**config.mk**
```make
export PLATFORM = sky130hd
export DESIGN_NAME = data_ram_arbiter
export DESIGN_NICKNAME = d
export VERILOG_FILES = /design/src/rtl/data_ram_arbiter.sv
export SDC_FILE = /design/constraint.sdc
export NUM_CORES = 1
export LEC_CHECK = 0
export ABC_CLOCK_PERIOD_IN_PS = 2220
export BUFFER_PORTS_ARGS = -buffer_cell sky130_fd_sc_hd__buf_2
export CORE_MARGIN = 1.5
export CORE_UTILIZATION = 45
export CTS_CLUSTER_SIZE = 12
export DETAILED_ROUTE_END_ITERATION = 7
export PLACE_DENSITY = 0.82
export SETUP_SLACK_MARGIN = 0.1
export SLEW_MARGIN = 40
export SYNTH_ARGS = -nofsm -noshare
export SYNTH_HDL_FRONTEND = slang
export SYNTH_SLANG_ARGS = --single-unit
```
**constraint.sdc**
```tcl
create_clock -name clk -period 2.22 [get_ports clk]
set_input_delay 0.555 -clock clk [delete_from_list [all_inputs] [get_ports clk]]
set_output_delay 0.555 -clock clk [all_outputs]
set_load 0.005 [all_outputs]
```
**src/rtl/data_ram_arbiter.sv**
```systemverilog
// Two-master arbiter for the single-port data_ram. It runs a three-state access FSM
// (IDLE/ACCESS/RESP) and arbitrates either round-robin or with fixed priority to m0.
//
// state  | meaning
// IDLE   | arbitrate; on grant latch request fields
// ACCESS | ram_ce high, drive latched fields; reads captured on closing edge
// RESP   | one-cycle ack to the granted master
module data_ram_arbiter #(
    parameter int ADDR_W     = 32,
    parameter int DATA_W     = 32,
    parameter bit FIXED_PRIO = 1'b0
) (
    input  logic                  clk,
    input  logic                  rst,
    input  logic                  m0_req,
    input  logic                  m0_we,
    input  logic [ADDR_W-1:0]     m0_addr,
    input  logic [DATA_W/8-1:0]   m0_sel,
    input  logic [DATA_W-1:0]     m0_wdata,
    output logic                  m0_ack,
    output logic [DATA_W-1:0]     m0_rdata,
    input  logic                  m1_req,
    input  logic                  m1_we,
    input  logic [ADDR_W-1:0]     m1_addr,
    input  logic [DATA_W/8-1:0]   m1_sel,
    input  logic [DATA_W-1:0]     m1_wdata,
    output logic                  m1_ack,
    output logic [DATA_W-1:0]     m1_rdata,
    output logic                  stallreq,
    output logic                  ram_ce,
    output logic                  ram_we,
    output logic [ADDR_W-1:0]     ram_addr,
    output logic [DATA_W/8-1:0]   ram_sel,
    output logic [DATA_W-1:0]     ram_wdata,
    input  logic [DATA_W-1:0]     ram_rdata
);

    typedef enum logic [1:0] {IDLE, ACCESS, RESP} state_t;

    state_t                r_state;
    logic                  r_gnt;
    logic                  r_last;
    logic                  r_we;
    logic [ADDR_W-1:0]     r_addr;
    logic [DATA_W/8-1:0]   r_sel;
    logic [DATA_W-1:0]     r_wdata;
    logic                  r_m0_ack;
    logic                  r_m1_ack;
    logic [DATA_W-1:0]     r_m0_rdata;
    logic [DATA_W-1:0]     r_m1_rdata;

    logic                  w_any;
    logic                  w_pick_m1;
    logic                  w_access;

    // m1 wins only when alone, or on a tie when round-robin says m0 went last
    assign w_any     = m0_req | m1_req;
    assign w_pick_m1 = m1_req & (~m0_req | ((FIXED_PRIO == 1'b0) & ~r_last));

    always_ff @(posedge clk or negedge rst) begin
        if (!rst) begin
            r_state    <= IDLE;
            r_gnt      <= 1'b0;
            r_last     <= 1'b1;
            r_we       <= 1'b0;
            r_addr     <= '0;
            r_sel      <= '0;
            r_wdata    <= '0;
            r_m0_ack   <= 1'b0;
            r_m1_ack   <= 1'b0;
            r_m0_rdata <= '0;
            r_m1_rdata <= '0;
        end else begin
            case (r_state)
                IDLE: begin
                    if (w_any) begin
                        r_gnt   <= w_pick_m1;
                        r_last  <= w_pick_m1;
                        r_we    <= w_pick_m1 ? m1_we    : m0_we;
                        r_addr  <= w_pick_m1 ? m1_addr  : m0_addr;
                        r_sel   <= w_pick_m1 ? m1_sel   : m0_sel;
                        r_wdata <= w_pick_m1 ? m1_wdata : m0_wdata;
                        r_state <= ACCESS;
                    end
                end
                ACCESS: begin
                    if (!r_we) begin
                        if (r_gnt) r_m1_rdata <= ram_rdata;
                        else       r_m0_rdata <= ram_rdata;
                    end
                    r_m0_ack <= ~r_gnt;
                    r_m1_ack <= r_gnt;
                    r_state  <= RESP;
                end
                RESP: begin
                    r_m0_ack <= 1'b0;
                    r_m1_ack <= 1'b0;
                    r_state  <= IDLE;
                end
                default: r_state <= IDLE;
            endcase
        end
    end

    // ram port decoded from state and latched fields only, so no master input reaches it
    assign w_access  = (r_state == ACCESS);
    assign ram_ce    = w_access;
    assign ram_we    = w_access & r_we;
    assign ram_addr  = w_access ? r_addr  : '0;
    assign ram_sel   = w_access ? r_sel   : '0;
    assign ram_wdata = w_access ? r_wdata : '0;

    assign m0_ack    = r_m0_ack;
    assign m1_ack    = r_m1_ack;
    assign m0_rdata  = r_m0_rdata;
    assign m1_rdata  = r_m1_rdata;
    assign stallreq  = m0_req & ~r_m0_ack;

endmodule

```
# [Word level (Yosys, flattened, before mapping)]
# Index checks and enable logic that the tools add are counted.
[op_classes] n_eq_ne=3 n_bitwise=10 reduce_logical=5 muxes=11
[op_table] op="$mux 32" count=4
[op_table] op="$mux 4" count=2
[op_table] op="$reduce_and 3->1" count=2
[op_table] op="$not 1->1" count=5
[op_table] op="$pmux 1 s2" count=2
[op_table] op="$pmux 2 s2" count=1
[op_table] op="$and 1x1->1" count=3
[op_table] op="$eq 2x1->1 const B" count=1
[op_table] op="$eq 2x2->1 const B" count=1
[op_table] op="$logic_not 2->1" count=1
[op_table] op="$mux 2" count=1
[op_table] op="$ne 2x2->1 const B" count=1
[op_table] op="$or 1x1->1" count=2
[op_table] op="$reduce_and 2->1" count=1
[op_table] op="$reduce_bool 2->1" count=1
[op_table] op="$mux 1" count=1
[word_totals] inputBits=174 word_cells=40 out_inout_bits=137 register_bits=139

# [Longest topological paths before layout]
# Gate-level depths: netlist (run 1).
[logic_depth] depth_word=4 ltp_mapped=9 ltp_nobuf=5

# [Least setup slack after synthesis (run 1)]
# OpenSTA, ideal clock, no wires.
[synth_timing] path_kind="register to output" start="reg r_state[1]" end="out ram_wdata[29]" n_path_buf=3 arrival_time_ns=1.291 t_required_ns=1.665 path_stages_with_launch=7 slack_ns=0.374 path_cell_list="dfrtp_1 > inv_1 > ha_1 > buf_4 > clkbuf_1 > clkbuf_1 > and2_1"
[synth_via] elab_chain_len=2
[synth_rtl] element="from (decl)" line_no="40" source="state_t r_state;"
[synth_rtl] element="from (signal assigned)" line_no="62" source="r_state <= IDLE;"
[synth_rtl] element="from (signal assigned)" line_no="83" source="r_state <= ACCESS;"
[synth_rtl] element="from (signal assigned)" line_no="93" source="r_state <= RESP;"
[synth_rtl] element="$eq 2x1->1" line_no="106" source="assign w_access = (r_state == ACCESS);"
[synth_rtl] element="$mux 32" line_no="111" source="assign ram_wdata = w_access ? r_wdata : '0;"
[synth_rtl] element="to (decl)" line_no="34" source="output logic [DATA_W-1:0] ram_wdata,"
# No other way between the ends.

# [Final worst setup path (run 1)]
[layout_timing] start="reg r_state[1]" end="out ram_wdata[13]"
# The elaborated chain is that of the path after synthesis.

==> results.py, run 1 <==
metrics = {
    "run_status": {
        "outcome": "complete, no violations",
    },
    "setup_path": {
        "path_class": "reg2out",
        "arrival_ns": 1.60,
        "cp.required_ns": 1.66,
        "cpMaxStageDelayCell": "dfrtp_1",
        "crit_family": "buffers and inverters",
        "path_buf_inv": 4,
        "r2r_setup_slack_ns": 0.21,
        "worstPathMaxFanout": 7,
        "path_cells": "inv_2, ha_4, buf_8, clkbuf_16, and2_4, buf_6",
        "setup.worst_path.start_class": "register",
        "crit-reg2reg-capture": "m1_rdata[20]$_DFFE_PN0P_",
        "reg2reg_depth": 7,
        "r2r-start": "r_state[0]$_DFFE_PN0P_",
        "end_kind": "output pin",
        "max_stage_delay_ns": 0.38,
    },
    "layout": {
        "syn_to_final_growth_pct": 51.80,
        "nFillCells": 1001,
        "multi_input_area_um2": 2753,
        "design_area_um2": 9552,
        "seqCellArea_um2": 3480,
        "nNetsFinal": 1112,
        "finish.utilization_pct": 69.35,
        "final_cell_mix": "buf_2, a21oi_1, dfrtp_1, nor2_1, nand2_1",
        "final_common_cell": "buf_2",
        "drive_gt1_share_pct": 54.33,
        "final_cells": 1127,
    },
    "drt": {
        "via_per_inst": 5.240,
        "wire_per_inst_um": 17.99,
        "num_vias": 5905,
        "drt-total-wl_um": 20280,
        "drtIter0Drc": 455,
        "dr.pass1.iters": 5,
        "postRouteAntennaNets": 0,
        "drc": 0,
    },
    "synth": {
        "avgSynthCellArea_um2": 10.17,
        "synth_fp_nets": 797,
        "synthArstFlopShare_pct": 100.0,
        "synth_ff_type": "dfrtp_1",
        "ys_warn_count": 0,
        "ys_seq_area_share_pct": 55.30,
        "synth_cell_types": 26,
        "synth_edf_count": 0,
        "syn_inst": 619,
        "syn_area_um2": 6292,
        "ys_seq_elements": 139,
    },
    "place": {
        "place_congestion": 0.7953,
        "place_inst": 1080,
        "dpl.hpwl_um": 12540,
        "placed_area_um2": 8066,
        "pre_cts_ws_ns": 0.2890,
        "port_buffers": 310,
    },
    "hold_path": {
        "hp-class": "in2async",
    },
    "floorplanning": {
        "die_w_um": 121.3,
        "pin_count": 311,
        "coreArea_um2": 13770,
        "rows": 43,
        "die_h_um": 121.3,
        "start_util_pct": 45.68,
        "die_area_um2": 14700,
    },
    "clocking": {
        "cts_buffers": 17,
        "cts.sinks": 139,
        "cts_max_level": 4,
        "cts_buffer_depth": 2,
        "cts_tree": "yes",
        "clkTransAtPathRegs_ns": 0.06,
        "clockRootBuffer": "clkbuf_16",
        "clock_latency_ns": 0.42,
    },
    "sta": {
        "fmax_mhz": 463.7,
        "slew_violations": 0,
        "rsz0062_at_grt": "yes",
        "max_slew_margin_pct": 63.13,
        "finalClockSkew_ns": 0.01211,
        "worst_pin_slew_ns": 0.5530,
        "hold_viol": 0,
        "fin_crit_sh_pct": 97.15,
        "fin_tns_setup_ns": 0,
        "hold_slack_ns": 0.1094,
        "finalWorstSetupSlack_ns": 0.06331,
        "min_period_ns": 2.157,
        "setup_viol": 0,
    },
    "pwr": {
        "powerDensity_nw_per_um2": 1534,
        "power.leakage_nw": 4.719,
        "ir_worst_vdd_uv": 714.1,
        "p_total_mw": 14.65,
    },
    "grt": {
        "antenna_found_initial": 1,
        "grt_pass1_wl_um": 29190,
        "gr-usage-all-layers_pct": 25.95,
        "grt_use_met2_pct": 45.31,
        "grtUsageMet3_pct": 6.626,
        "grt_util_met1_pct": 30.80,
        "top_usage_layer": "met2",
        "grt_max_degree": 70,
        "grt-ovfl-total": 0,
        "grt_pass1_vias": 5727,
    },
    "flow_run": {
        "drv_cap": 0,
    },
}
[state kept, by name, indices dropped and copies added (netlist names)]
register and cells:
r_gnt 1, r_last 1, r_we 1, r_addr 32, m1_ack 1, m0_rdata 32, r_state 2, r_wdata 32
r_sel 4, m1_rdata 32, m0_ack 1
[what timing repair did]
action | in CTS | in global routing
setup buffers | 9 | 1
hold endpoints to repair | 0 | 0
gates resized for setup | 11 | 133
hold buffers | 0 | 0
setup endpoints to repair | 69 | 69
gates cloned | 4 | 2
pin swaps | 1 | 58
[cells by family (layout without fill, tap and decap cells)]
kind of cell | count (synthesis) | after routing | synth area share [%]
compound gates | 147 | 147 | 12.03
fa+ha+maj | 4 | 4 | 0.7954
buf+inv | 49 | 376 | 4.096
flops | 139 | 139 | 55.30
mux | 66 | 66 | 11.81
other cells | 0 | 1 | 0
simple gates | 214 | 214 | 15.97
[cell type report]
class	instances	area share [%]
sequential	139	36.43
multi-input combinational	431	28.82
timing repair buffer	342	25.77
clock buffer	17	4.454
tap	180	2.358
clock inverter	14	2.030
inverter	3	0.1179
antenna	1	0.02620
[worst max-delay path by stage]
| stage | from | end | slack (ns) | cells past startpoint |
|---|---|---|---|---|
| 2_1_floorplan | r_state[1]$_DFFE_PN0P_ | ram_wdata[29] | 0.37 | 6 |
| 5_1_grt | r_state[1]$_DFFE_PN0P_ | ram_wdata[13] | 0.006 | 6 |
| 3_5_place_dp | r_state[1]$_DFFE_PN0P_ | ram_wdata[31] | 0.29 | 5 |
| 6_report | r_state[1]$_DFFE_PN0P_ | ram_wdata[13] | 0.06 | 6 |
| 3_3_place_gp | r_state[1]$_DFFE_PN0P_ | ram_addr[2] | 0.34 | 5 |
| 4_1_cts | r_state[0]$_DFFE_PN0P_ | ram_wdata[12] | 0.06 | 5 |
[cells in the mapped netlist, drive strengths merged (2+ instances only)]
master / n / share of area (%)
a21boi: 2 / 0.30
nand3b: 2 / 0.30
a21oi: 139 / 11
clkbuf: 18 / 1.1
nor2: 71 / 4.2
inv: 3 / 0.18
o21ai: 2 / 0.16
buf: 28 / 2.8
dfrtp: 138 / 55
mux2: 66 / 12
nand2: 70 / 4.2
ha: 4 / 0.80
and2: 69 / 6.9
[report_power, final]
part	switching, mW	internal, mW
clock	1.12	1.88
combinational	2.98	4.03
sequential	0.808	3.85
[routing by layer]
layer | vias to the layer above | part of all wire, %
met5 | - | 0
met4 | 0 | 2.7
met3 | 41 | 7.9
met2 | 301 | 51
met1 | 2864 | 38
li1 | 2699 | -
No activity file was read; power rests on OpenSTA's default activity.
==> run 2: changes to the inputs <==
- ABC_AREA: not set -> 1
- PLACE_DENSITY: 0.82 -> 0.79
==> run 2 against run 1 <==
  * Non-clock buffer count decreased by 3
  * Global-route usage decreased by 1.8 points
  * Critical path depth increased by 1
  * Sequential power decreased by 1%
  * Utilization decreased by 4.9 points
==> results.py, run 2 <==
metrics = {
    "run_status": {
        "outcome": "complete, no violations",
    },
    "grt": {
        "grt-ovfl-total": 0,
        "gr-usage-all-layers_pct": 24.18,
        "grt_pass1_wl_um": 31600,
        "grt_pass1_vias": 6597,
        "antenna_found_initial": 0,
        "grt_max_degree": 71,
    },
    "sta": {
        "worst_pin_slew_ns": 0.4894,
        "finalWorstSetupSlack_ns": 0.1106,
        "hold_viol": 0,
        "slew_violations": 0,
        "max_slew_margin_pct": 67.37,
        "rsz0062_at_grt": "yes",
        "fin_crit_sh_pct": 95.02,
        "finalClockSkew_ns": 0.007378,
        "min_period_ns": 2.109,
        "fmax_mhz": 474.1,
        "setup_viol": 0,
        "fin_tns_setup_ns": 0,
    },
    "pwr": {
        "powerDensity_nw_per_um2": 1320,
        "ir_worst_vdd_uv": 750.5,
        "power.leakage_nw": 6.489,
    },
    "synth": {
        "avgSynthCellArea_um2": 7.067,
        "syn_inst": 1008,
        "ys_seq_area_share_pct": 48.85,
        "synthTopCellsByCount": "nand2_1, inv_1, nand3_1",
        "ys_warn_count": 0,
        "synth_fp_nets": 1186,
        "synthArstFlopShare_pct": 100.0,
        "synth_edf_count": 0,
        "synth_top_area_cell": "dfrtp_1",
        "syn_area_um2": 7123,
        "ys_seq_elements": 139,
        "synth_ff_type": "dfrtp_1",
        "synth_top_area_share_pct": 48.48,
        "synth.most_common_cell": "nand2_1",
        "synth_cell_types": 19,
        "yosys-top-cells-area": "dfrtp_1, nand2_1, inv_1",
    },
    "setup_path": {
        "cpMaxStageDelayCell": "dfrtp_1",
        "path_class": "reg2out",
        "max_stage_delay_ns": 0.39,
        "crit_family": "buffers and inverters",
        "path_cells": "inv_2, ha_4, buf_12, buf_12, nand2_1, inv_1, buf_2",
        "r2r_setup_slack_ns": 0.44,
        "worst_path_most_repeated_cell": "buf_12",
        "arrival_ns": 1.55,
        "worstPathMaxFanout": 13,
        "end_kind": "output pin",
        "cp.required_ns": 1.66,
        "setup.worst_path.start_class": "register",
        "path_buf_inv": 5,
    },
    "drt": {
        "drtIter0Drc": 421,
        "via_per_inst": 4.685,
        "drc": 0,
        "wire_per_inst_um": 13.40,
        "postRouteAntennaNets": 0,
        "dr.pass1.iters": 7,
        "num_vias": 7187,
        "drt-total-wl_um": 20550,
    },
    "hold_path": {
        "hp-class": "in2async",
    },
    "floorplanning": {
        "die_h_um": 128.8,
        "rows": 45,
        "die_area_um2": 16590,
        "coreArea_um2": 15310,
        "die_w_um": 128.8,
        "start_util_pct": 46.51,
        "pin_count": 311,
    },
    "place": {
        "place_congestion": 0.8873,
        "port_buffers": 310,
        "pre_cts_ws_ns": 0.4609,
        "placed_area_um2": 8939,
        "dpl.hpwl_um": 13940,
    },
    "clocking": {
        "cts_buffer_depth": 2,
        "cts_buffers": 17,
        "cts_tree": "yes",
        "hold_buffers": 0,
        "clockRootBuffer": "clkbuf_16",
        "cts_max_level": 4,
        "clkTransAtPathRegs_ns": 0.06,
        "clock_latency_ns": 0.41,
        "cts.sinks": 139,
    },
    "layout": {
        "diodes": 0,
        "nNetsFinal": 1488,
        "design_area_um2": 9874,
        "drive_gt1_share_pct": 31.07,
        "final_cell_mix": "nand2_1, buf_2, inv_1, nand3_1, dfrtp_1",
        "final_common_cell": "nand2_1",
        "nFillCells": 1358,
        "syn_to_final_growth_pct": 38.63,
    },
    "flow_run": {
        "drv_cap": 0,
    },
}
run 2: cell count changes after synthesis, moves of 4 or more:
cell	before	now
buf_6	4	0
and2_1	69	0
mux2_2	66	0
a21oi_1	139	1
o21ai_0	1	66
nand2_1	70	345
inv_1	3	248
nor2_1	71	1
buf_1	0	11
buf_4	5	9
nand3_1	0	139
run 2: metrics by stage:
| step | power, mW | cells | hold WS (ns) | utilization, % |
|---|---|---|---|---|
| 3_3_place_gp | 9.348 | 1489 | 0.4608 | 58.37 |
| 2_1_floorplan | 7.304 | 1008 | 0.2594 | - |
| 6_report | 13.03 | 1534 | 0.07891 | 64.48 |
| 5_1_grt | 14.08 | 1534 | 0.1091 | 64.48 |
| 3_5_place_dp | 9.520 | 1489 | 0.4666 | 58.37 |
| 4_1_cts | 12.69 | 1528 | 0.08284 | 63.02 |
run 2: power breakdown:
part	switching (mW)	total [mW]	internal, mW
clock	1.21	2.82	1.61
combinational	3.12	5.60	2.48
sequential	0.783	4.61	3.83
total	5.11	13.0	7.92
run 2: cell type report:
cell class	count	area, um2	area share, %
well taps	211	264.0	2.674
inverters	249	934.6	9.465
clock buffers	17	425.4	4.308
flip-flops and latches	139	3480	35.24
repair buffers	339	2063	20.89
clock inverters	15	167.7	1.698
multi-input cells	564	2540	25.72
run 2: cell families after synthesis:
logic type | count (synthesis) | share of synthesized area [%]
compound gates | 69 | 4.883
fa+ha+maj | 4 | 0.7026
buf+inv | 305 | 16.86
flops | 139 | 48.85
simple gates | 491 | 28.70
run 2: worst paths after layout:
kind | from | endpoint | depth (start not counted)
worst max register to register | r_state[1]$_DFFE_PN0P_ | r_wdata[26]$_DFFE_PN0P_ | 9
worst max-delay path | r_state[1]$_DFFE_PN0P_ | ram_addr[29] | 7
worst min register to register | m1_rdata[24]$_DFFE_PN0P_ | m1_rdata[24]$_DFFE_PN0P_ | 2
max in group asynchronous | rst | r_last$_DFFE_PN1P_ | 2
min in group clk | ram_rdata[20] | m0_rdata[20]$_DFFE_PN0P_ | 3
worst min-delay path | rst | r_addr[11]$_DFFE_PN0P_ | 1
run 2: repair_timing:
item | in CTS | in global routing
gates cloned | 2 | 4
buffers inserted | 5 | 2
pin swaps | 0 | 10
endpoints found under the setup margin | 69 | 64
resized for setup | 3 | 43
run 2: per-layer routing:
layer  vias to the layer above  wire length (um)  global-route usage, %
li1                       3567                 -                      -
met1                      3271              8386                  29.18
met2                       312             10090                  41.68
met3                        37              1570                  6.029
met4                         0               501                  9.451
met5                         -                 0                      0
==> run 3: changes to the inputs <==
- CTS_BUF_LIST: not set -> sky130_fd_sc_hd__clkbuf_8
==> run 3 against run 2 <==
  * Clock skew is 0.0081 ns higher
  * First-iteration DRC count is 18% lower
  * Via count increased by 1.1%
  * Critical path depth stayed put
  * Power is 0.94% higher
  * Combinational power increased by 14%
==> results.py, run 3 (synthesized netlist as in run 2, its figures left out) <==
metrics = {
    "run_status": {
        "outcome": "complete, no violations",
    },
    "grt": {
        "antenna_found_initial": 0,
        "gr-usage-all-layers_pct": 24.22,
        "grt-ovfl-total": 0,
        "grt_max_degree": 71,
        "grt_pass1_vias": 6637,
        "grt_pass1_wl_um": 31580,
    },
    "sta": {
        "finalClockSkew_ns": 0.01547,
        "hold_viol": 0,
        "rsz0062_at_grt": "yes",
        "worst_pin_slew_ns": 0.4892,
        "fin_crit_sh_pct": 98.72,
        "fin_tns_setup_ns": 0,
        "slew_violations": 0,
        "fmax_mhz": 456.3,
        "setup_viol": 0,
        "min_period_ns": 2.192,
        "max_slew_margin_pct": 67.39,
    },
    "place": {
        "place_congestion": 0.8873,
        "dpl.hpwl_um": 13940,
        "port_buffers": 310,
    },
    "floorplanning": {
        "rows": 45,
        "die_h_um": 128.8,
        "die_area_um2": 16590,
        "die_w_um": 128.8,
        "coreArea_um2": 15310,
        "start_util_pct": 46.51,
        "pin_count": 311,
    },
    "pwr": {
        "swShare_pct": 41.35,
        "p_sw_mw": 5.440,
        "seq_power_share_pct": 35.9,
        "powerDensity_nw_per_um2": 1297,
        "p_total_mw": 13.16,
        "p_int_mw": 7.716,
        "clkPwrFrac_pct": 15.7,
        "ir_worst_vdd_uv": 753.9,
        "comb_power_share_pct": 48.4,
        "power.leakage_nw": 6.586,
    },
    "layout": {
        "syn_to_final_growth_pct": 42.40,
        "nFillCells": 1308,
        "multi_input_area_um2": 2725,
        "drive_gt1_share_pct": 35.97,
        "nNetsFinal": 1494,
        "diodes": 0,
        "final_common_cell": "nand2_1",
        "final_cell_mix": "nand2_1, buf_2, inv_1, nand3_1, dfrtp_1",
        "seqCellArea_um2": 3480,
    },
    "clocking": {
        "clock_latency_ns": 0.44,
        "cts_buffers": 17,
        "clkTransAtPathRegs_ns": 0.08,
        "cts_max_level": 4,
        "hold_buffers": 0,
        "clockRootBuffer": "clkbuf_8",
        "cts.sinks": 139,
        "cts_buffer_depth": 2,
        "cts_tree": "yes",
    },
    "flow_run": {
        "drv_cap": 0,
    },
    "setup_path": {
        "cp.required_ns": 1.66,
        "max_stage_delay_ns": 0.40,
        "r2r-start": "r_state[1]$_DFFE_PN0P_",
        "cpMaxStageDelayCell": "dfrtp_1",
        "path_cells": "inv_2, ha_4, buf_12, clkbuf_16, nand2_1, inv_1, buf_2",
        "end_kind": "output pin",
        "arrival_ns": 1.64,
        "crit_family": "buffers and inverters",
        "path_buf_inv": 5,
        "setup.worst_path.start_class": "register",
        "path_class": "reg2out",
        "worstSetupStartpoint": "r_state[1]$_DFFE_PN0P_",
        "worstPathMaxFanout": 11,
    },
    "drt": {
        "drtIter0Drc": 347,
        "via_per_inst": 4.717,
        "drt-total-wl_um": 21410,
        "postRouteAntennaNets": 0,
        "wire_per_inst_um": 13.90,
        "dr.pass1.iters": 5,
        "num_vias": 7264,
        "drc": 0,
    },
    "hold_path": {
        "hp-class": "in2async",
    },
}
==> run 3: cell count changes in the layout (fill, tap and decap cells not counted), moves of 14 or more <==
cell | previous run | this run
nand2_4 | 7 | 27
buf_6 | 7 | 29
clkbuf_16 | 20 | 6
inv_2 | 12 | 39
nand2_2 | 15 | 29
clkbuf_8 | 0 | 17
nand2_1 | 325 | 291
inv_1 | 237 | 210
buf_2 | 305 | 281
==> run 3: what timing repair did <==
item	in CTS	in global routing
setup buffers	5	5
setup endpoints to repair	69	69
cloned	3	6
pin swaps	0	39
gates resized for setup	8	146
==> run 3: worst paths after layout <==
path                       slack [ns]                  endpoint  depth (start not counted)
max in group asynchronous        1.47        r_last$_DFFE_PN1P_                          2
setup reg to reg                 0.43   r_wdata[26]$_DFFE_PN0P_                          9
min in group clk                 0.37  m0_rdata[20]$_DFFE_PN0P_                          3
hold / removal                   0.06    r_addr[11]$_DFFE_PN0P_                          1
setup / recovery                 0.03               ram_addr[1]                          7
hold reg to reg                  0.48        r_last$_DFFE_PN1P_                          2
==> run 3: metal layers <==
| metal | global-route usage, % | share of wire [%] | vias to the layer above |
|---|---|---|---|
| met5 | 0 | 0 | - |
| met4 | 9.385 | 2.9 | 0 |
| met3 | 6.112 | 7.2 | 47 |
| met2 | 41.68 | 50 | 326 |
| met1 | 29.27 | 40 | 3318 |
| li1 | - | - | 3573 |
==> run 3: metrics by stage <==
stage	utilization (%)	setup slack [ns]	hold WS [ns]	cells	instance area, um2
6_report	66.23	0.02841	0.05852	1540	10140
5_1_grt	66.23	-0.07365	0.05660	1540	10140
4_1_cts	62.03	0.05651	0.03583	1529	9499
3_5_place_dp	58.37	0.4609	0.4666	1489	8939
3_3_place_gp	58.37	0.5123	0.4608	1489	8939
2_1_floorplan	-	0.4227	0.2594	1008	7123
==> run 3: worst reg2reg max path, cell delays in order, from the launching register on <==
cell	delay (ns)
dfrtp_1	0.40
inv_2	0.08
buf_4	0.11
buf_4	0.11
ha_1	0.17
inv_1	0.08
nor2_4	0.15
buf_4	0.36
nand3_1	0.18
nand2_1	0.10
==> run 3: final cells by class <==
class | instances | share of cell area, %
multi-input cells | 564 | 26.87
well taps | 211 | 2.603
flip-flops and latches | 139 | 34.30
inverters | 249 | 9.214
clock inverters | 15 | 1.653
clock buffers | 17 | 2.307
repair buffers | 345 | 23.05
==> run 3: power groups by stage <==
stage / clock, mW / combinational [mW] / sequential (mW)
finish: 2.07 / 6.37 / 4.72
global route: 2.25 / 7.09 / 4.84
CTS: 2.13 / 5.34 / 4.53
detailed placement: 0 / 4.97 / 4.55
global placement: 0 / 4.80 / 4.54
floorplan: 0 / 2.83 / 4.47
